File: config.mk
export PLATFORM = sky130hd
export DESIGN_NAME = atm_transaction_ctrl
export DESIGN_NICKNAME = d
export VERILOG_FILES = /design/src/rtl/atm_transaction_ctrl.sv
export SDC_FILE = /design/constraint.sdc
export NUM_CORES = 1
export LEC_CHECK = 0
export ABC_AREA = 1
export CAP_MARGIN = 20
export CORE_UTILIZATION = 40
export DETAILED_ROUTE_END_ITERATION = 8
export PLACE_DENSITY = 0.57
export SETUP_SLACK_MARGIN = 0.2
export SYNTH_ARGS = -nofsm -noshare
export SYNTH_HDL_FRONTEND = slang
export SYNTH_SLANG_ARGS = --single-unit
File: constraint.sdc
create_clock -name clk -period 2.43 [get_ports clk]
set_input_delay 0.243 -clock clk [delete_from_list [all_inputs] [get_ports clk]]
set_output_delay 0.243 -clock clk [all_outputs]
set_load 0.005 [all_outputs]
File: src/rtl/atm_transaction_ctrl.sv
// ATM transaction controller: authenticates a card session, then runs one
// customer operation at a time against a captured account balance. It asks
// for card ejection on exit, on lockout or on inactivity.
//
// Ports:
//   clk, rst          rising-edge clock, synchronous active-high reset
//   card_in           card present in slot (level)
//   psw_en, wrong_psw authentication results; only sampled while authenticating
//   balance           account balance, captured when the password is accepted
//   op_valid/op_ready operation handshake (op_ready high while ready)
//   op_code, amount   00 inquiry, 01 withdraw, 10 deposit, 11 exit; operand
//   op_done           one-cycle pulse when updated_balance/status are valid
//   updated_balance   result balance, held between op_done pulses
//   status            00 ok, 01 insufficient funds, 10 overflow, 11 locked
//   card_out          one-cycle eject request
module atm_transaction_ctrl #(
  parameter int unsigned balance_width  = 20,
  parameter int unsigned max_tries      = 3,
  parameter int unsigned timeout_cycles = 1000
) (
  input  logic                     clk,
  input  logic                     rst,
  input  logic                     card_in,
  input  logic                     psw_en,
  input  logic                     wrong_psw,
  input  logic [balance_width-1:0] balance,
  input  logic                     op_valid,
  input  logic [1:0]               op_code,
  input  logic [balance_width-1:0] amount,
  output logic                     op_ready,
  output logic                     op_done,
  output logic [balance_width-1:0] updated_balance,
  output logic [1:0]               status,
  output logic                     card_out
);

  localparam int unsigned TRY_W = $clog2(max_tries + 1);
  localparam int unsigned TMR_W = $clog2(timeout_cycles);

  localparam logic [1:0] OP_WITHDRAW = 2'b01;
  localparam logic [1:0] OP_DEPOSIT  = 2'b10;
  localparam logic [1:0] OP_EXIT     = 2'b11;

  localparam logic [1:0] ST_OK    = 2'b00;
  localparam logic [1:0] ST_INSUF = 2'b01;
  localparam logic [1:0] ST_OVF   = 2'b10;
  localparam logic [1:0] ST_LOCK  = 2'b11;

  typedef enum logic [2:0] {
    S_IDLE, S_AUTH, S_READY, S_EXEC, S_DONE, S_EJECT, S_REMOVE
  } state_t;

  state_t                   state, state_nxt;
  logic [TRY_W-1:0]         tries, tries_nxt;
  logic [TMR_W-1:0]         timer, timer_nxt;
  logic [balance_width-1:0] bal, bal_nxt;
  logic [1:0]               op_q, op_q_nxt;
  logic [balance_width-1:0] amt_q, amt_nxt;
  logic [balance_width-1:0] upd_nxt;
  logic [1:0]               status_nxt;
  logic                     op_ready_nxt, op_done_nxt, card_out_nxt;

  // Operation datapath, evaluated from the latched operation
  logic [balance_width:0]   sum_c;
  logic [balance_width-1:0] result_c;
  logic [1:0]               res_status_c;

  // Register update
  always_ff @(posedge clk) begin
    if (rst) begin
      state           <= S_IDLE;
      tries           <= '0;
      timer           <= '0;
      bal             <= '0;
      op_q            <= '0;
      amt_q           <= '0;
      updated_balance <= '0;
      status          <= ST_OK;
      op_ready        <= 1'b0;
      op_done         <= 1'b0;
      card_out        <= 1'b0;
    end else begin
      state           <= state_nxt;
      tries           <= tries_nxt;
      timer           <= timer_nxt;
      bal             <= bal_nxt;
      op_q            <= op_q_nxt;
      amt_q           <= amt_nxt;
      updated_balance <= upd_nxt;
      status          <= status_nxt;
      op_ready        <= op_ready_nxt;
      op_done         <= op_done_nxt;
      card_out        <= card_out_nxt;
    end
  end

  // Next-state, datapath and output decode
  always_comb begin
    state_nxt    = state;
    tries_nxt    = tries;
    timer_nxt    = timer;
    bal_nxt      = bal;
    op_q_nxt     = op_q;
    amt_nxt      = amt_q;
    upd_nxt      = updated_balance;
    status_nxt   = status;
    sum_c        = {1'b0, bal} + {1'b0, amt_q};
    result_c     = bal;
    res_status_c = ST_OK;

    case (op_q)
      OP_WITHDRAW: begin
        if (amt_q > bal) res_status_c = ST_INSUF;
        else             result_c     = bal - amt_q;
      end
      OP_DEPOSIT: begin
        if (sum_c[balance_width]) res_status_c = ST_OVF;
        else                      result_c     = sum_c[balance_width-1:0];
      end
      default: ;
    endcase

    case (state)
      S_IDLE: begin
        tries_nxt = '0;
        timer_nxt = '0;
        if (card_in) state_nxt = S_AUTH;
      end
      S_AUTH: begin
        if (psw_en) begin
          bal_nxt   = balance;
          tries_nxt = '0;
          timer_nxt = '0;
          state_nxt = S_READY;
        end else if (wrong_psw) begin
          tries_nxt = TRY_W'(tries + 1'b1);
          if (tries_nxt == TRY_W'(max_tries)) begin
            status_nxt = ST_LOCK;
            state_nxt  = S_EJECT;
          end
        end else if (!card_in) begin
          state_nxt = S_IDLE;
        end
      end
      S_READY: begin
        if (op_valid) begin
          op_q_nxt  = op_code;
          amt_nxt   = amount;
          timer_nxt = '0;
          state_nxt = S_EXEC;
        end else if (!card_in) begin
          state_nxt = S_IDLE;
        end else if (timer == TMR_W'(timeout_cycles - 1)) begin
          timer_nxt = '0;
          state_nxt = S_EJECT;
        end else begin
          timer_nxt = TMR_W'(timer + 1'b1);
        end
      end
      S_EXEC: begin
        // Result is published and committed as the FSM enters DONE
        upd_nxt    = result_c;
        status_nxt = res_status_c;
        bal_nxt    = result_c;
        state_nxt  = S_DONE;
      end
      S_DONE: begin
        timer_nxt = '0;
        if (op_q == OP_EXIT) state_nxt = S_EJECT;
        else if (!card_in)   state_nxt = S_IDLE;
        else                 state_nxt = S_READY;
      end
      S_EJECT:  state_nxt = S_REMOVE;
      S_REMOVE: if (!card_in) state_nxt = S_IDLE;
      default:  state_nxt = S_IDLE;
    endcase

    // Flags are registered against the state being entered
    op_ready_nxt = (state_nxt == S_READY);
    op_done_nxt  = (state_nxt == S_DONE);
    card_out_nxt = (state_nxt == S_EJECT);
  end

endmodule

==> results by group <==
Logic synthesis
  • FFs w/ async S/R, synth: 0%
  • Synth Instances: 1099
  • Post-synth top cells: 326 x nand2_1, 143 x inv_1, 109 x a21oi_1
  • Cell area after synthesis: 6600 µm²
  • Most common cell in the netlist: nand2_1
  • Share of the synthesized area in the top cell type: between 20 and 25%
  • Synth Warn #: 0
  • Ys flop type: dfxtp_1
  • Post-synth EDFFs: 0
  • Dominant cells by area after synthesis: dfxtp_1 25%, nand2_1 19%, ha_1 8.5%
  • Count of different cell masters after synthesis: 43
  • Post-Syn Nets: 1194
  • Post-synthesis sequential element count: slightly above 80
  • Yosys top cell by area: dfxtp_1
  • Seq/Total Area, Yosys: 24.9%
  • Avg Cell Area, Syn: 6.01 µm²

Route
  • Detail Route Antenna Nets: 0
  • Pre-Repair DR Iteration Count: 5
  • Routed vias: 7496
  • DRC viols: 0
  • Via-to-Cell Ratio: 5.13
  • Wire per inst: ~16 µm
  • Drt total wl: 23.6 mm
  • DRT iter0 DRCs: 503

Floorplan
  • Chip height: 130 µm
  • Die Wd: 130 µm
  • I/O pin count: 73
  • Site Rows: 46
  • CORE AREA: 16000 µm²
  • DIE AREA: 17000 µm²
  • Initial core utilization: 41.3%

STA
  • Setup Viol. Count Final: 0
  • Max Freq: around 0.42 GHz
  • Tcrit/Tclk final: 97.6%
  • Setup TNS: 0 ps
  • Relative slew slack: a little over half
  • Worst Tran Pin Value: just under 700 ps
  • Final hold viol count: 0
  • RSZ-0062 raised after global routing: true
  • Max-slew violations: 0
  • Hold Slack: 466 ps
  • Tmin final: 2370 ps
  • Clk_skew: 13.3 ps

Global route
  • Overall Global Routing Usage: around 28%
  • Antenna violations before repair: 0
  • GRT overflow: 0
  • Vias in the first global route: 6734
  • First-pass GRT wire length: 35.6 mm
  • Largest net degree at the start of global routing: 28

Final layout
  • Share of layout cells above drive strength 1: 23.2%
  • Fin area: a little over 9000 µm²
  • Fin nets: between 1000 and 1500
  • Fillers: 1664
  • Non-Filler Instances: 1461
  • Ant diodes: 0
  • P&R area growth vs syn: 39.0%

Placement
  • # placed instances: 1422
  • Dpl hpwl: 17.7 mm
  • PortBufs: 72
  • Total placed instance area: 7970 µm²
  • GPL Wtd Cong: 0.950

Clock network
  • Clk slew on worst S/H paths: ~70 ps
  • Hold_buf cts: 0
  • TritonCTS Sinks: roughly 80
  • H-Tree Depth: 3
  • Clock insertion delay at the later pin of the skew report: 360 ps
  • Root Buffer: clkbuf_16
  • CTS tree: built
  • Total CTS buffers: 9
  • Max clock buf depth: 2

Worst setup path
  • CP cell instances: buf_6, ha_4, fa_2, o21bai_4, buf_6, nand2_1, nand2_2, xor2_1, nand2_1, o211ai_1, nand3_1, nand2_2, a21oi_1
  • Critical path endpoint category: register
  • Buf+Inv Stages, Crit Path: 2
  • Crit path DAT: 2610 ps
  • Crit Path Max Fanout: 3
  • Crit path required time: 2670 ps
  • Worst path max stage delay: just under 400 ps
  • Critical path's top delay family: adder cells
  • Slowest CP cell: fa_2
  • Crit Path Class: reg2reg
  • Startpoint Class: register

Pwr
  • Pwr Total: 0.00474 W
  • Pwr/cell area: 516 nW/µm²
  • Worst vdd ir: approximately 340 µV
  • Leakage power: 4.20 nW

Outcome
  • Outcome: finished clean

Worst hold path
  • Hold crit path type: reg2reg

Flow run
  • Total of max-cap violations: 0
==> worst register-to-register path: stages (launching register included) <==
cell      delay (ps)
dfxtp_2          330
buf_6            110
ha_4             150
fa_2             390
o21bai_4         200
buf_6            130
nand2_1           60
nand2_2          100
xor2_1           240
nand2_1          110
o211ai_1         110
nand3_1          120
nand2_2          110
a21oi_1           80
==> power breakdown <==
part           total [W]  switching [W]  internal (W)
Combinational    0.00180        0.00105      0.000749
Sequential       0.00144      0.0000534       0.00139
Clock            0.00150       0.000669      0.000827
==> timing repair <==
item	4_1_cts	5_1_grt
endpoints found under the setup margin	41	47
gates resized for setup	77	118
buffers inserted	8	13
gates cloned	1	1
pin swaps	10	39
==> worst paths after layout <==
| check | from | to | slack (ps) | cells after the start |
|---|---|---|---|---|
| hold reg to reg | updated_balance[16]$_SDFFE_PP0P_ | updated_balance[16]$_SDFFE_PP0P_ | 470 | 2 |
| hold / removal | updated_balance[16]$_SDFFE_PP0P_ | updated_balance[16]$_SDFFE_PP0P_ | 470 | 2 |
| setup reg to reg | amt_q[0]$_SDFFE_PP0P_ | bal[8]$_SDFFE_PP0P_ | 60 | 13 |
| setup / recovery | amt_q[0]$_SDFFE_PP0P_ | bal[8]$_SDFFE_PP0P_ | 60 | 13 |
==> per-stage QoR <==
step,worst slack [ps],utilization [%]
finish,58.8,57.4
global route,42.7,57.4
floorplan,211,-
global placement,-162,49.8
CTS,187,54.4
detailed placement,-164,49.8
==> state kept, by name, indices dropped and copies added (netlist names) <==
name             flops
op_q                 2
updated_balance     20
state                3
op_ready             1
card_out             1
timer               10
status               2
amt_q               20
tries                2
bal                 20
op_done              1
==> cell families (layout without fill, tap and decap cells) <==
| group | count (synthesis) | in the layout | synth area share [%] |
|---|---|---|---|
| AO/OA/AOI/OAI | 206 | 206 | 16.5 |
| XOR/XNOR | 16 | 16 | 2.12 |
| adder cells (fa/ha/maj) | 47 | 47 | 9.13 |
| buffers and inverters | 196 | 342 | 11.8 |
| flip-flops | 82 | 82 | 24.9 |
| multiplexers | 1 | 1 | 0.152 |
| AND/OR/NAND/NOR | 551 | 551 | 35.4 |
==> layout make-up <==
class	count	area (µm²)	area share (%)
clock inverters	7	87.6	0.954
flip-flops and latches	82	1680	18.3
repair inverters	2	16.3	0.177
inverters	153	586	6.38
multi-input cells	821	4820	52.5
repair buffers	171	1490	16.2
clock buffers	9	225	2.45
well taps	216	270	2.94
==> layout by cell type, fill, tap and decap left out, types with 5 or more instances in the layout <==
| cell | synthesis | layout |
|---|---|---|
| nand2_2 | 8 | 37 |
| nand3_2 | 3 | 9 |
| inv_2 | 7 | 14 |
| clkbuf_16 | 0 | 9 |
| dfxtp_2 | 0 | 23 |
| o21ai_1 | 1 | 6 |
| nand3_1 | 75 | 67 |
| xor2_1 | 14 | 12 |
| o21bai_1 | 9 | 8 |
| clkdlybuf4s50_1 | 0 | 72 |
| nor3_1 | 17 | 14 |
| ha_4 | 0 | 19 |
| inv_1 | 143 | 135 |
| nand2_1 | 326 | 291 |
| inv_6 | 0 | 5 |
| nand2_4 | 0 | 5 |
| a21oi_1 | 109 | 96 |
| nor2_4 | 1 | 7 |
| a21oi_2 | 1 | 13 |
| nor2_2 | 2 | 16 |
| ha_1 | 45 | 24 |
| nor2_1 | 89 | 69 |
| dfxtp_1 | 82 | 56 |
| nand4_1 | 12 | 12 |
| buf_4 | 1 | 94 |
| o21ai_0 | 76 | 71 |
==> per-layer routing <==
layer	share of wire (%)	up-vias	track usage (%)	wire, µm
met1	44	3403	36.1	10500
li1	-	3807	-	-
met3	5.1	51	3.62	1210
met5	0	-	0	0
met2	47	235	45.3	11000
met4	3.8	0	13.6	904
Note: power is estimated with default switching activity, not from simulation.
==> patch, RTL diff (same flow settings) <==
The parameter `max_tries` goes from 3 to 2.
--- a/src/rtl/atm_transaction_ctrl.sv
+++ b/src/rtl/atm_transaction_ctrl.sv
@@ -17,3 +17,3 @@
   parameter int unsigned balance_width  = 20,
-  parameter int unsigned max_tries      = 3,
+  parameter int unsigned max_tries      = 2,
   parameter int unsigned timeout_cycles = 1000
Formal check against the unedited RTL: not equivalent (a bounded check fails within 4 cycles, from zero or initial values and one cycle with rst high).
==> patch against the original RTL <==
Global-route usage up 0.37 points. Count of clock-buffer cells in the layout up 1. Cell count up 2.2%. Design area up 4.3%. Total power up 2.3%. First-iteration DRC count up 17%. Sequential cell count unchanged. Wire length down 0.69%. Area after synthesis up 0.30%. Combinational power up 9%. Setup slack better by 0.13 ns. Largest power group unchanged.
==> patch: results (changes against the original RTL) <==
stage,metric,value,unit,change
route,Initial DRC Count,589,,was 503
global_routing,GRT Total Usage,28.1,%,was 27.8%
final_layout,Clock Buffer Count,10,,was 9
logic_synthesis,XOR/XNOR Fraction of Synth Area,2.12,%,about the same
logic_synthesis,Compound-Gate Fraction of Synth Area,16.4,%,was 16.5%
logic_synthesis,Post-Synthesis Cells,1101,,"was 1,099"
min_path,Hold Path End,updated_balance[15],,was updated_balance[16]
status,status,"finished, final reports clean",,unchanged
power_and_ir_drop,worst IR drop on VDD,0.427,mV,was 0.339 mV
setup_path,worst path arrival time,2.52,ns,was 2.61 ns
setup_path,CP Max Fanout,5,,was 3
place,cell count after placement,1456,,"was 1,422"
timing,Clock Skew,0.0104,ns,was 0.0133 ns
route,drt pass-1 iters,7,,was 5
setup_path,worst reg2reg startpoint,bal[0],,was amt_q[0]
final_layout,final net count,1367,,"was 1,335"
final_layout,footprint of the multi-input gates,4970,sq um,was 4820 sq um
final_layout,Fill cells,1579,,"was 1,664"
route,wire per inst,15.7,microns,was 16.1 microns
place,final RePlAce weighted congestion,0.955,,was 0.950
global_routing,number of global-route vias before repair,7194,,"was 6,734"
final_layout,Non-clk invs,153,,was 155
logic_synthesis,synth unique cells,41,,was 43
logic_synthesis,Synth top cells by count,"nand2_1, inv_1, a21oi_1, nor2_1, dfxtp_1",,unchanged
setup_path,R2R Path End,bal[0],,was bal[8]
final_layout,fraction of area in registers,17.5,%,was 18.3%
power_and_ir_drop,LEAKAGE,0.00438,uW,was 0.00420 uW
setup_path,"delay-heaviest family, CP",simple AND/OR/NAND/NOR gates,,was adder cells
final_layout,fraction of layout cells with a size suffix above 1,26.9,%,was 23.2%
clocking,CTS resizes,94,,was 77
global_routing,pin count of the biggest net entering global routing,38,,was 28
final_layout,Seq Cell Count,82,,unchanged
final_layout,Multi-In Gates,824,,was 821
logic_synthesis,Post-Synth Adder-Cell Area,9.11,%,was 9.13%
setup_path,flop2flop setup slack,0.18,ns,was 0.06 ns
logic_synthesis,mux cell area share after synthesis,0,%,was 0.152%
place,post-detail-place hpwl,17700,microns,about the same
final_layout,NonClk Buf Share,18.5,%,was 16.2%
final_layout,Clock-cell share,3.24,%,was 3.41%
clocking,postcts setup bufs,9,,was 8
final_layout,synth-to-layout area growth,44.6,%,was 39.0%
final_layout,"Buffers, non-clock",202,,was 171
setup_path,R2R depth,14,,was 13
place,placed cell areas,8270,sq um,was 7970 sq um
logic_synthesis,post-synthesis sequential area ratio,24.8,%,was 24.9%
min_path,hold_sp,updated_balance[15],,was updated_balance[16]
[patch: cell types whose count changed in the layout (fill, tap and decap cells not counted), moves of 7 or more]
cell and change:
buf_6 +7, dfxtp_1 +7, buf_4 +22, nand2_1 -13, dfxtp_2 -7, a21oi_2 +12, nor2_1 +7, nand2_2 +15
a21oi_1 -13
[patch: per-stage QoR]
step | hold slack [ns] | setup slack (ns) | power, uW
2_1_floorplan | 0.378 | 0.229 | 2420
3_3_place_gp | 0.459 | -0.0450 | 3070
3_5_place_dp | 0.458 | -0.0554 | 3060
4_1_cts | 0.470 | 0.196 | 4650
5_1_grt | 0.485 | 0.0537 | 5110
6_report | 0.471 | 0.184 | 4850
[patch: routing by layer]
layer	wire [microns]	track usage (%)	up-vias
li1	-	-	3863
met1	11000	39.0	3424
met2	10300	44.1	288
met3	1750	5.46	35
met4	429	8.25	0
met5	0	0	-
[patch: report_power, final]
part | switching, uW | internal, uW | total, uW
Combinational | 1120 | 842 | 1960
Sequential | 49.8 | 1390 | 1440
Clock | 612 | 834 | 1450
